**src/rtl/uart_tx_fifo.sv**
```systemverilog
// Byte FIFO in front of a UART transmitter; a four-state handshake FSM pops one byte
// at a time and issues a single-cycle send request when the transmitter is ready.
module uart_tx_fifo #(
    parameter int DEPTH       = 16,
    parameter int ACK_TIMEOUT = 4
) (
    input  logic                   clk,
    input  logic                   reset,
    input  logic                   wr_valid,
    input  logic [7:0]             wr_data,
    output logic                   wr_ready,
    output logic [$clog2(DEPTH):0] level,
    output logic                   empty,
    output logic                   overflow,
    input  logic                   ovf_clear,
    output logic [7:0]             tx_data,
    output logic                   tx_send,
    input  logic                   tx_ready
);
    localparam int AW = $clog2(DEPTH);
    localparam int CW = (ACK_TIMEOUT > 2) ? $clog2(ACK_TIMEOUT) : 1;
    localparam logic [AW:0]   FULL_LEVEL = DEPTH[AW:0];
    localparam logic [CW-1:0] WAIT_LAST  = CW'(ACK_TIMEOUT - 1);

    typedef enum logic [1:0] {IDLE, SEND, WAIT_BUSY, WAIT_DONE} state_t;

    state_t        state, state_next;
    logic [7:0]    mem [DEPTH];
    logic [AW-1:0] wr_ptr, rd_ptr;
    logic [AW:0]   count;
    logic [CW-1:0] wait_cnt, wait_cnt_next;
    logic          push, pop;

    assign level    = count;
    assign empty    = (count == '0);
    assign wr_ready = (count != FULL_LEVEL);
    assign push     = wr_valid && wr_ready;

    always_comb begin
        state_next    = state;
        wait_cnt_next = wait_cnt;
        pop           = 1'b0;
        tx_send       = 1'b0;
        case (state)
            IDLE: begin
                if (!empty && tx_ready) begin
                    state_next = SEND;
                    pop        = 1'b1;
                end
            end
            SEND: begin
                tx_send       = 1'b1;
                state_next    = WAIT_BUSY;
                wait_cnt_next = '0;
            end
            WAIT_BUSY: begin
                // Give up waiting for the busy acknowledge after ACK_TIMEOUT cycles.
                if (!tx_ready || wait_cnt == WAIT_LAST) begin
                    state_next = WAIT_DONE;
                end else begin
                    wait_cnt_next = wait_cnt + 1'b1;
                end
            end
            WAIT_DONE: begin
                if (tx_ready) begin
                    state_next = IDLE;
                end
            end
            default: state_next = IDLE;
        endcase
    end

    always_ff @(posedge clk or posedge reset) begin
        if (reset) begin
            state    <= IDLE;
            wait_cnt <= '0;
            wr_ptr   <= '0;
            rd_ptr   <= '0;
            count    <= '0;
            overflow <= 1'b0;
            tx_data  <= '0;
        end else begin
            state    <= state_next;
            wait_cnt <= wait_cnt_next;
            if (push) begin
                wr_ptr <= wr_ptr + 1'b1;
            end
            if (pop) begin
                rd_ptr  <= rd_ptr + 1'b1;
                tx_data <= mem[rd_ptr];
            end
            if (push && !pop) begin
                count <= count + 1'b1;
            end else if (!push && pop) begin
                count <= count - 1'b1;
            end
            // A rejected write in the same cycle as a clear leaves the flag set.
            if (wr_valid && !wr_ready) begin
                overflow <= 1'b1;
            end else if (ovf_clear) begin
                overflow <= 1'b0;
            end
        end
    end

    always_ff @(posedge clk) begin
        if (push) begin
            mem[wr_ptr] <= wr_data;
        end
    end

endmodule

```
**config.mk**
```make
export PLATFORM = sky130hd
export DESIGN_NAME = uart_tx_fifo
export DESIGN_NICKNAME = d
export VERILOG_FILES = /design/src/rtl/uart_tx_fifo.sv
export SDC_FILE = /design/constraint.sdc
export NUM_CORES = 1
export LEC_CHECK = 0
export BUFFER_PORTS_ARGS = -buffer_cell sky130_fd_sc_hd__clkbuf_2
export CAP_MARGIN = 40
export CORE_UTILIZATION = 47
export CTS_CLUSTER_DIAMETER = 40
export CTS_CLUSTER_SIZE = 14
export DETAILED_ROUTE_END_ITERATION = 7
export SYNTH_ARGS = -nofsm -noshare
export SYNTH_HDL_FRONTEND = slang
export SYNTH_SLANG_ARGS = --single-unit
export TNS_END_PERCENT = 20
```
**constraint.sdc**
```tcl
create_clock -name clk -period 4.4 [get_ports clk]
set_input_delay 0.44 -clock clk [delete_from_list [all_inputs] [get_ports clk]]
set_output_delay 0.44 -clock clk [all_outputs]
set_load 0.005 [all_outputs]
```
After elaboration in Yosys (flattened, before gate mapping) --
Memory sizes are Yosys's and may differ from the RTL's. A register that Yosys moved wholly into a read port is not among the register bits. Index checks and enable logic that the tools add are counted. W data, S select, Z words.
Word-level totals: register bits 18, memory bits (writable) 128, output and inout bits 17, logic and storage cells 54, memories kept 1
Memory list:
- mem | words 16, width 8, rd ports 1, clocked after Yosys merged registers in 1, write ports 1, RTL line 28 | logic [7:0] mem [DEPTH];
Operators by class: $add $sub $neg 5, eq/ne operators 9, mux-type cells 15, reductions and logical operators 18
Operators with widths (count):
- $mux W5 | 2
- $add A4 B1 Y4 const B | 2
- $mux W2 | 4
- $ne A2 B2 Y1 const B | 4
- $pmux W2 S4 | 1
- $mux W1 | 7
- $eq A2 B2 Y1 const B | 3
- $reduce_bool A2 Y1 | 3
- $add A5 B1 Y5 const B | 1
- $logic_and A1 B1 Y1 | 5
- $logic_not A1 Y1 | 5
- $logic_not A5 Y1 | 1
- $ne A5 B5 Y1 const B | 1
- $sub A5 B1 Y5 const B | 1
- $pmux W2 S2 | 1
- $reduce_and A3 Y1 | 1
- $add A2 B1 Y2 const B | 1
- $eq A2 B1 Y1 const B | 1
- $logic_not A2 Y1 | 1
- $reduce_and A2 Y1 | 1
- $logic_or A1 B1 Y1 | 1

Depth between registers and ports, before layout --
Gate-level depths: netlist of run 1.
depth in word-level cells 8, depth in mapped cells 11

Worst setup path after synthesis of run 1 --
Ideal clock, no wire load.
path kind register -> register, start point register count[0], in the netlist level[0], end point register count[4], in the netlist level[4], library setup time 0.080 ns, data arrival time 2.553 ns, data required time 4.320 ns, setup slack 1.767 ns, stages on the path, launching flop included 12, cells stage by stage dfrtp_1 > nor4_2 > and2b_1 > nand3b_1 > buf_2 > ha_1 > inv_1 > ha_1 > a21o_1 > a21oi_1 > mux2i_1 > xnor2_1
Between the ends: longest elaborated chain between the ends 8
Ends and longest elaborated chain:
- start: declaration | RTL line 30 | logic [AW:0] count;
- start signal: assignment | RTL line 93 | count <= count + 1'b1;
- start signal: assignment | RTL line 95 | count <= count - 1'b1;
- $logic_not A5 Y1 * | RTL line 35 | assign empty = (count == '0);
- named net empty | RTL line 13 | output logic empty,
- $logic_not A1 Y1 * | RTL line 46 | if (!empty && tx_ready) begin
- $logic_and A1 B1 Y1 * | RTL line 46
- $mux W1 * | RTL line 46
- $mux W1 * | RTL line 44 | case (state)
- $logic_not A1 Y1 | RTL line 92 | if (push && !pop) begin
- $logic_and A1 B1 Y1 | RTL line 92
- $mux W5 or $reduce_bool A2 Y1 (tied branches)
The timed path passes the listed nets; every way through them passes the cells marked *. The select of a mux whose other input is x is not followed. A chain may end at the register's enable or synchronous reset.

Worst setup path after layout of run 1 --
start point register count[0], in the netlist level[0], end point register count[4], in the netlist level[4]
Between the ends: longest elaborated chain between the ends 8
Ends and longest elaborated chain (RTL line):
- $logic_not A5 Y1 | 35
- $logic_not A1 Y1 | 46
- $logic_and A1 B1 Y1 | 46
- $mux W1 | 46
- $mux W1 | 44
- $logic_not A1 Y1 | 92
- $logic_and A1 B1 Y1 | 92
- $mux W5 or $reduce_bool A2 Y1 (tied branches)
Parallel ways exist; a longest one is shown, timed or not. The select of a mux whose other input is x is not followed.

==> run summary, run 1 <==
Of the total power, the share spent switching nets is 0.3032. The most used flip-flop cell after synthesis is sky130_fd_sc_hd__edfxtp_1. At the end of the flow, the number of nets in the layout was between 400 and 500. The antenna diode count is 0. The final routed DRC violation total is 0. The worst-case setup margin in the final layout is 1.491 ns. In this design, the stage delay of the slowest critical-path cell is 0.44 ns. Once the clock tree was built, the resizer swapped 0 gates to a different size.

After synthesis, the most frequently instantiated cells are sky130_fd_sc_hd__edfxtp_1, sky130_fd_sc_hd__dfrtp_1, sky130_fd_sc_hd__nand2_1. The floorplan step defined a core boundary enclosing around 13,000 um^2. The portion of synthesized cell area occupied by the leading cell type came out at 0.6007. The detail route stage leaves a number of antenna-violating nets equal to 0. Fill cells in the final layout number between 1k and 1.5k. The count of flip-flops with a built-in enable after synthesis is 128. For this block, the initial DRC count from the detailed router was 231. The cell at the slowest stage of the critical path is sky130_fd_sc_hd__dfrtp_1. In this run the number of H-tree levels came out at 4. The net switching power came out at 1.453 mW.

The global-route usage over all layers is 0.1962. The share of layout cells above drive strength 1 is 0.2649. The proportion of power drawn by combinational gates is 0.280. Static timing analysis puts the maximum clock frequency at 343.8 MHz.

The power density of the placed cells is 644.5 nW/um^2. The die covers 14,080 um^2. The total CTS buffers came out at 17. The final clock skew came out at 0.009350 ns. Ranked by total cell area, the synthesized netlist is headed by sky130_fd_sc_hd__edfxtp_1, sky130_fd_sc_hd__dfrtp_1, sky130_fd_sc_hd__mux4_1. The tree is rooted in a sky130_fd_sc_hd__clkbuf_16.

The number of global-route vias before repair is about 3.4k. The number of buffer cells added on primary ports is 29. The shortest clock period the worst path allows after layout came out at 2.909 ns. The quantity of hold-fixing buffers added after cts came out at 0.

The first-pass iteration count of the detailed router is 4. Setup violations remaining at the end of the flow were counted as 0. The number of setup buffers added after CTS came out at 0.

The total grt overflow is 0. Among the stages of the critical path, the cell type that occurs most often is sky130_fd_sc_hd__ha_1. The half-perimeter wire length after detailed placement is 8.598 mm. The number of placed I/O pins is 30. Counting both buffers and inverters, the worst setup path holds a total of 2. The cell-internal power is 3.338 mW. The share of power burned in the clock network is 0.290. Grouping stages by cell kind, the critical path spends the most delay in simple AND/OR/NAND/NOR gates.

TritonCTS built the clock tree. The global placement routability congestion came out at 0.7645. The flow ran to the end, and the final reports show no timing, DRC or antenna violations. Traced cell by cell, the critical path runs through nor4_2, and2b_1, nand3b_1, buf_4, ha_1, inv_1, ha_1, a21o_1, a21oi_1, mux2i_1, xnor2_1. The total negative slack for setup checks came out at 0 ns. The synthesized design contains 154 register bits. The clock passes through at most 2 buffers.

The number of failing hold endpoints at the final stage came out at 0. Across the VDD grid, the largest voltage drop is 0.3144 mV. The data arrival time at the worst-slack endpoint came out at 3.25 ns. The clock transition at the registers of the reported paths is 0.06 ns. The first-pass GRT wire length came out at approximately 19 mm. The post-detailed-route wirelength per cell is 20.73 um. STA classifies the critical path endpoint as a flop.

The post-synthesis average cell area is 18.08 um^2. The power share of the sequential group came out at 0.430. The number of clock sinks came out at around 150.

The floorplan die width is around 120 um. The area growth from synthesis to layout came out at 16.17%. In the synthesized netlist the async set-or-reset flop fraction comes to 0.1688. The register-to-register setup slack came out at 1.49 ns. The Yosys step of the flow raised 0 warnings. The slew at the pin with the worst max-slew slack is 0.7303 ns. For the worst setup path, the data required time is 4.75 ns.

After detailed routing, the total wire length is 12.34 mm. Timing analysis after detailed placement gives a worst setup slack of 1.467 ns. The initialized floorplan defines between 40 and 50 standard-cell rows. The count of unique library cells instantiated by Yosys came out at 35. Headroom to the max-slew limit came out at 0.5131. The total count of max-transition violations in the final report is 0. The type of the most critical hold path is input port to async pin. The initial antenna violation count was 0. The count of mapped cells out of synthesis came out at 354.

The peak fanout along the critical path came out at 21. The final worst-path cycle share is 0.6610. The mapped netlist covers around 6400 um^2. The cell type with the largest total area after synthesis is sky130_fd_sc_hd__edfxtp_1. Setup repair after global routing left no endpoint under its margin. The worst-case reg-to-reg path depth came out at 11. The chip height came out at 118.7 um. The initial standard-cell utilization of the core came out at 0.4832. The latest clock arrival within the worst-skew pair came out at 0.42 ns. The pin count of the biggest net entering global routing is 25. In this run the static leakage power is 2.743 nW.

The sequential share of the synthesized area is 0.7024. Synthesis produced a netlist with a net count of 383. The most frequent cell after synthesis is sky130_fd_sc_hd__edfxtp_1.

The reported max-cap violation count came out at 0. The startpoint identified for the worst register-to-register timing path is level[0]$_DFFE_PP0P_. The nature of the critical path startpoint is a flop. The class of the most critical setup path is flop to flop. The worst register-to-register path ends at level[4]$_DFFE_PP0P_.

The routed via count divided by cell count came out at approximately 5.4. The routed layout has 3,213 vias.
routing by layer:
metal | GRT usage | routed length (um)
met5 | 0 | 0
met4 | 0.08465 | 251
met3 | 0.04440 | 529
met2 | 0.3129 | 6028
met1 | 0.2596 | 5528
cells by family (layout without fill, tap and decap cells):
kind of cell	count (synthesis)	count (layout)	share of synthesized area
and+or+nand+nor	64	64	0.04517
buffers and inverters	29	94	0.02464
adders and majority gates	16	16	0.03246
xor gates and xnor gates	10	10	0.01369
muxes	54	54	0.1592
DFF	154	154	0.7024
AOI/OAI and AO/OA	27	27	0.02249
registers in the layout, summed over array words and instances (netlist names):
name      count
mem         128
tx_data       8
level         5
rd_ptr        4
wr_ptr        4
state         2
wait_cnt      2
overflow      1
worst max-delay path by stage:
stage                                    start                   end  cells past startpoint
final                     level[0]$_DFFE_PP0P_  level[4]$_DFFE_PP0P_                     11
after CTS                 level[0]$_DFFE_PP0P_  level[4]$_DFFE_PP0P_                     11
after detailed placement  level[0]$_DFFE_PP0P_  level[4]$_DFFE_PP0P_                     11
after global placement    level[0]$_DFFE_PP0P_  level[4]$_DFFE_PP0P_                     11
after global routing      level[0]$_DFFE_PP0P_  level[4]$_DFFE_PP0P_                     11
after floorplan           level[0]$_DFFE_PP0P_  level[4]$_DFFE_PP0P_                     11
worst reg2reg max path, delay by kind of cell (launching register included):
family	cells	cell delay, ns
adders and majority gates	2	0.56
xor gates and xnor gates	1	0.13
AOI/OAI and AO/OA	2	0.35
DFF	1	0.44
buffers and inverters	2	0.35
muxes	1	0.24
and+or+nand+nor	3	0.76
power by group through the flow:
stage	logic (mW)	clock network [mW]	registers [mW]
CTS	1.37	1.41	2.07
finish	1.34	1.39	2.06
floorplan	1.09	0	1.94
global placement	1.27	0	2.10
global route	1.49	1.47	2.10
detailed placement	1.37	0	2.10
through the flow:
stage                 util  cells  hold WS [ns]  power, mW  area [um^2]
global placement    0.5064    546        0.4685      3.374         6706
detailed placement  0.5192    564        0.4738      3.468         6875
floorplan                -    354        0.4634      3.029         6399
CTS                 0.5613    595       0.03749      4.850         7433
finish              0.5613    595       0.02877      4.791         7433
global route        0.5613    595       0.07937      5.059         7433
final cells by class:
cell class	count	area, um^2	area share
inverters	11	41.29	0.005555
repair buffers	52	351.6	0.04730
multi-input cells	171	1767	0.2377
clock inverters	13	128.9	0.01734
well taps	176	220.2	0.02962
clock buffers	18	429.2	0.05773
flip-flops and latches	154	4496	0.6048
cells in the final DEF, fill, tap and decap left out, types with 4 or more instances in the layout:
cell type                     n
sky130_fd_sc_hd__nor2_1      18
sky130_fd_sc_hd__nand2b_1     4
sky130_fd_sc_hd__o21ai_0     13
sky130_fd_sc_hd__mux4_2      15
sky130_fd_sc_hd__mux4_1      17
sky130_fd_sc_hd__clkbuf_2    29
sky130_fd_sc_hd__nand2_1     26
sky130_fd_sc_hd__nand3_1      4
sky130_fd_sc_hd__edfxtp_1   128
sky130_fd_sc_hd__clkbuf_16   17
sky130_fd_sc_hd__buf_4       16
sky130_fd_sc_hd__dfrtp_1     25
sky130_fd_sc_hd__nor3_2       4
sky130_fd_sc_hd__mux2_2      10
sky130_fd_sc_hd__mux2i_1     11
sky130_fd_sc_hd__inv_1       11
sky130_fd_sc_hd__buf_6        5
sky130_fd_sc_hd__xnor2_1      7
sky130_fd_sc_hd__o21ai_1      8
sky130_fd_sc_hd__ha_1        15
sky130_fd_sc_hd__clkinv_2     4
Note: power is estimated with default switching activity, not from simulation.
==> inputs of run 2 (changes only) <==
==> constraint.sdc (replaced) <==
create_clock -name clk -period 2.73 [get_ports clk]
set_input_delay 0.273 -clock clk [delete_from_list [all_inputs] [get_ports clk]]
set_output_delay 0.273 -clock clk [all_outputs]
set_load 0.005 [all_outputs]
==> run 2 against run 1 <==
  * Clock skew decreased by 0.00095 ns
  * Via count increased by 1.5%
  * Worst setup slack got worse by 1.3 ns
==> run summary, run 2 (synthesis results as in run 1) <==
The area occupied by multi-input gates came out at 1755 um^2 (-0.64%). The total leakage power came out at 2.807 nW (+2.3%). The detailed-route wire length is 12.43 mm (+0.73%). The floorplan die width is 118.7 um (unchanged). The final worst-path cycle share is 0.9168 (+0.2558). The cell-internal power was 5.676 mW (+70%). The number of failing hold endpoints at the final stage is 0 (unchanged). For hold timing, the worst endpoint is overflow$_DFFE_PP0P_.

The final net count came out at 444 (+1.8%). Leaving out fill and tap cells, the most frequent cell in the layout is sky130_fd_sc_hd__edfxtp_1. The worst setup path is captured at a flop. The area enclosed by the die boundary came to 14,080 um^2 (unchanged). The final clock skew came out at 0.008402 ns (-0.0009482 ns). The total negative slack for setup checks came out at 0 ns (unchanged). The routed via count divided by cell count is 5.406 (+0.12%). The power density of the placed cells is 1062 nW/um^2 (+65%). The data arrival time at the worst-slack endpoint is 2.84 ns (-0.41 ns). The first-pass GRT wire length is 19.43 mm (-0.25%). The worst hold path passes through 2 cells. The count of filler cells inserted in the layout was 1,023 (-2.5%).

The final setup violation count is 0 (unchanged). The kind of cell with the highest combined delay along the critical path is simple AND/OR/NAND/NOR gates. Traced cell by cell, the critical path runs through nor4_4, and2b_1, nand3b_1, ha_1, inv_2, ha_1, a21o_1, a21oi_1, mux2i_1, xnor2_1. The clock transition at the registers of the reported paths is 0.06 ns (about the same). The share of layout cells above drive strength 1 is 0.2693 (+0.004404).

The power share of the sequential group is 0.405 (-0.025). The worst-case reg-to-reg path depth came out at 10 (-1). The hold slack came out at 0.04275 ns (+0.01398 ns).

The fmax came out at 399.5 MHz (+16%). The half-perimeter wire length after detailed placement was 8.439 mm (-1.8%). The number of nets still failing antenna checks after routing came out at 0 (unchanged).

The slew at the pin with the worst max-slew slack is 0.6754 ns (-0.05494 ns). The number of standard cells in the layout, taps in and fillers out was 603 (+1.3%). The placed cell count came out at 568 (+0.71%). The standard-cell row count came to 42 (unchanged). By startpoint and endpoint, the worst setup path is classified as flop to flop. The worst register-to-register path ends at level[4]$_DFFE_PP0P_. The worst hold path begins at ovf_clear. The startpoint identified for the worst register-to-register timing path is level[3]$_DFFE_PP0P_. The global placement routability congestion came out at 0.7475 (-2.2%).

The area inside the core boundary came out at 13,240 um^2 (unchanged). The maximum root-to-sink buffer count is 2 (unchanged). From synthesis to final layout, the design area changed by 18.26%. The antenna diode count is 0 (unchanged).

The worst-case setup margin in the final layout came to 0.2271 ns (-1.264 ns). The first-pass iteration count of the detailed router came out at 4 (unchanged). The number of global-route vias before repair is 3,343 (-1.2%). The latest clock arrival within the worst-skew pair is 0.42 ns (about the same). The total CTS buffers was 17 (unchanged). The initial antenna violation count came to 0 (unchanged).

The final core area utilization is 0.5714 (+0.01011). The library cells used most frequently in the layout, excluding fill and tap cells, are sky130_fd_sc_hd__edfxtp_1, sky130_fd_sc_hd__clkbuf_2, sky130_fd_sc_hd__nand2_1. The min-delay analysis places its worst path in the category input port to flop. The register-to-register setup slack came out at 0.23 ns (-1.26 ns). The reported max-cap violation count came out at 0 (unchanged). The total count of max-transition violations in the final report came out at 0 (unchanged). The number of clock sinks is 154 (unchanged). The worst relative slew slack is 0.5481 (+0.03496). The critical path buffer and inverter count came out at 1 (-1). Counting flops per register, the top entry is mem. The H-tree level count came out at 4 (unchanged). The number of buffer cells added on primary ports came out at 29 (unchanged).

The pin count of the biggest net entering global routing is 21 (-16%). The required time of the critical path came to 3.07 ns (-1.68 ns). The worst IR drop on VDD came out at 0.4546 mV (+45%). The total grt overflow is 0 (unchanged). The clock root buffer master is sky130_fd_sc_hd__clkbuf_16.

The sequential cell area in the final layout came out at 4496 um^2 (unchanged). The delay of the slowest cell on the worst path came to 0.43 ns (about the same). Setup repair after global routing left no endpoint under its margin.

The net switching power is 2.362 mW (+63%). The post-detailed-route wirelength per cell is 20.61 um (-0.61%). The proportion of power drawn by combinational gates came out at 0.297 (+0.017). In this design, the critical path's most frequently occurring cell is sky130_fd_sc_hd__ha_1. The chip height is 118.7 um (unchanged). The worst slack after detailed placement came out at 0.1624 ns (-1.305 ns). The share of power burned in the clock network came out at 0.299 (+0.009).

The flow ran to the end, and the final reports show no timing, DRC or antenna violations. The via total after detailed routing was 3,260 (+1.5%). For this design, the slowest cell found on the critical path is sky130_fd_sc_hd__dfrtp_1.

The shortest clock period the worst path allows after layout is 2.503 ns (-0.4057 ns). The share of total power consumed by net switching is 0.2939 (-0.009336). The number of placed I/O pins came out at 30 (unchanged).

The initial standard-cell utilization of the core is 0.4832 (unchanged). The peak fanout along the critical path came to 5 (-76%). The worst setup path is launched from a flop. The flip-flop count of the largest register after layout came out at 128 (unchanged). The global-route usage over all layers came to 0.1961 (about the same). The violation count after the first detailed-route iteration is 244 (+5.6%). TritonCTS built the clock tree. The final routed DRC violation total is 0 (unchanged).
run 2: cell count changes in the layout (fill, tap and decap cells not counted), moves of 2 or more:
cell	change
sky130_fd_sc_hd__buf_4	+6
sky130_fd_sc_hd__nor3_2	-4
sky130_fd_sc_hd__clkinv_2	-2
sky130_fd_sc_hd__nor3_1	+4
sky130_fd_sc_hd__buf_12	+2
sky130_fd_sc_hd__bufinv_16	+2
run 2: final cells by class:
cell class / count / share of cell area
Clock inverter: 13 / 0.02348
Sequential cell: 154 / 0.5941
Inverter: 11 / 0.005456
Multi-Input combinational cell: 171 / 0.2320
Clock buffer: 18 / 0.05671
Tap cell: 176 / 0.02910
Timing Repair Buffer: 60 / 0.05919
run 2: how the worst max path moves through the flow:
stage	slack, ns	depth (start not counted)	endpoint	from
2_1_floorplan	0.1	11	level[4]$_DFFE_PP0P_	level[0]$_DFFE_PP0P_
6_report	0.23	10	level[4]$_DFFE_PP0P_	level[3]$_DFFE_PP0P_
5_1_grt	0.02	10	level[4]$_DFFE_PP0P_	level[3]$_DFFE_PP0P_
3_5_place_dp	0.16	10	level[4]$_DFFE_PP0P_	level[1]$_DFFE_PP0P_
3_3_place_gp	0.20	10	level[4]$_DFFE_PP0P_	level[1]$_DFFE_PP0P_
4_1_cts	0.14	10	level[4]$_DFFE_PP0P_	level[1]$_DFFE_PP0P_
run 2: metal layers:
| layer | up-vias | GRT usage | routed length [um] |
|---|---|---|---|
| met4 | 0 | 0.07595 | 177 |
| met5 | - | 0 | 0 |
| met3 | 13 | 0.04923 | 608 |
| li1 | 1491 | - | - |
| met2 | 88 | 0.3162 | 6167 |
| met1 | 1668 | 0.2571 | 5473 |
run 2: what timing repair did:
action / CTS / global route
hold buffers: 1 / 0
endpoints found under the hold margin: 13 / 0
endpoints found under the setup margin: 0 / 1
buffers inserted: 0 / 3
resized for setup: 0 / 2
run 2: stage by stage:
stage          instance area [um^2]  power (mW)
2_1_floorplan                  6399       4.882
3_3_place_gp                   6809       5.562
3_5_place_dp                   6919       5.675
4_1_cts                        7536       8.084
5_1_grt                        7567       8.445
6_report                       7567       8.038
run 2: power by group through the flow:
stage	clock network, mW	logic (mW)	registers [mW]
3_3_place_gp	0	2.24	3.32
5_1_grt	2.53	2.61	3.30
6_report	2.40	2.39	3.25
2_1_floorplan	0	1.76	3.12
3_5_place_dp	0	2.38	3.29
4_1_cts	2.44	2.39	3.25
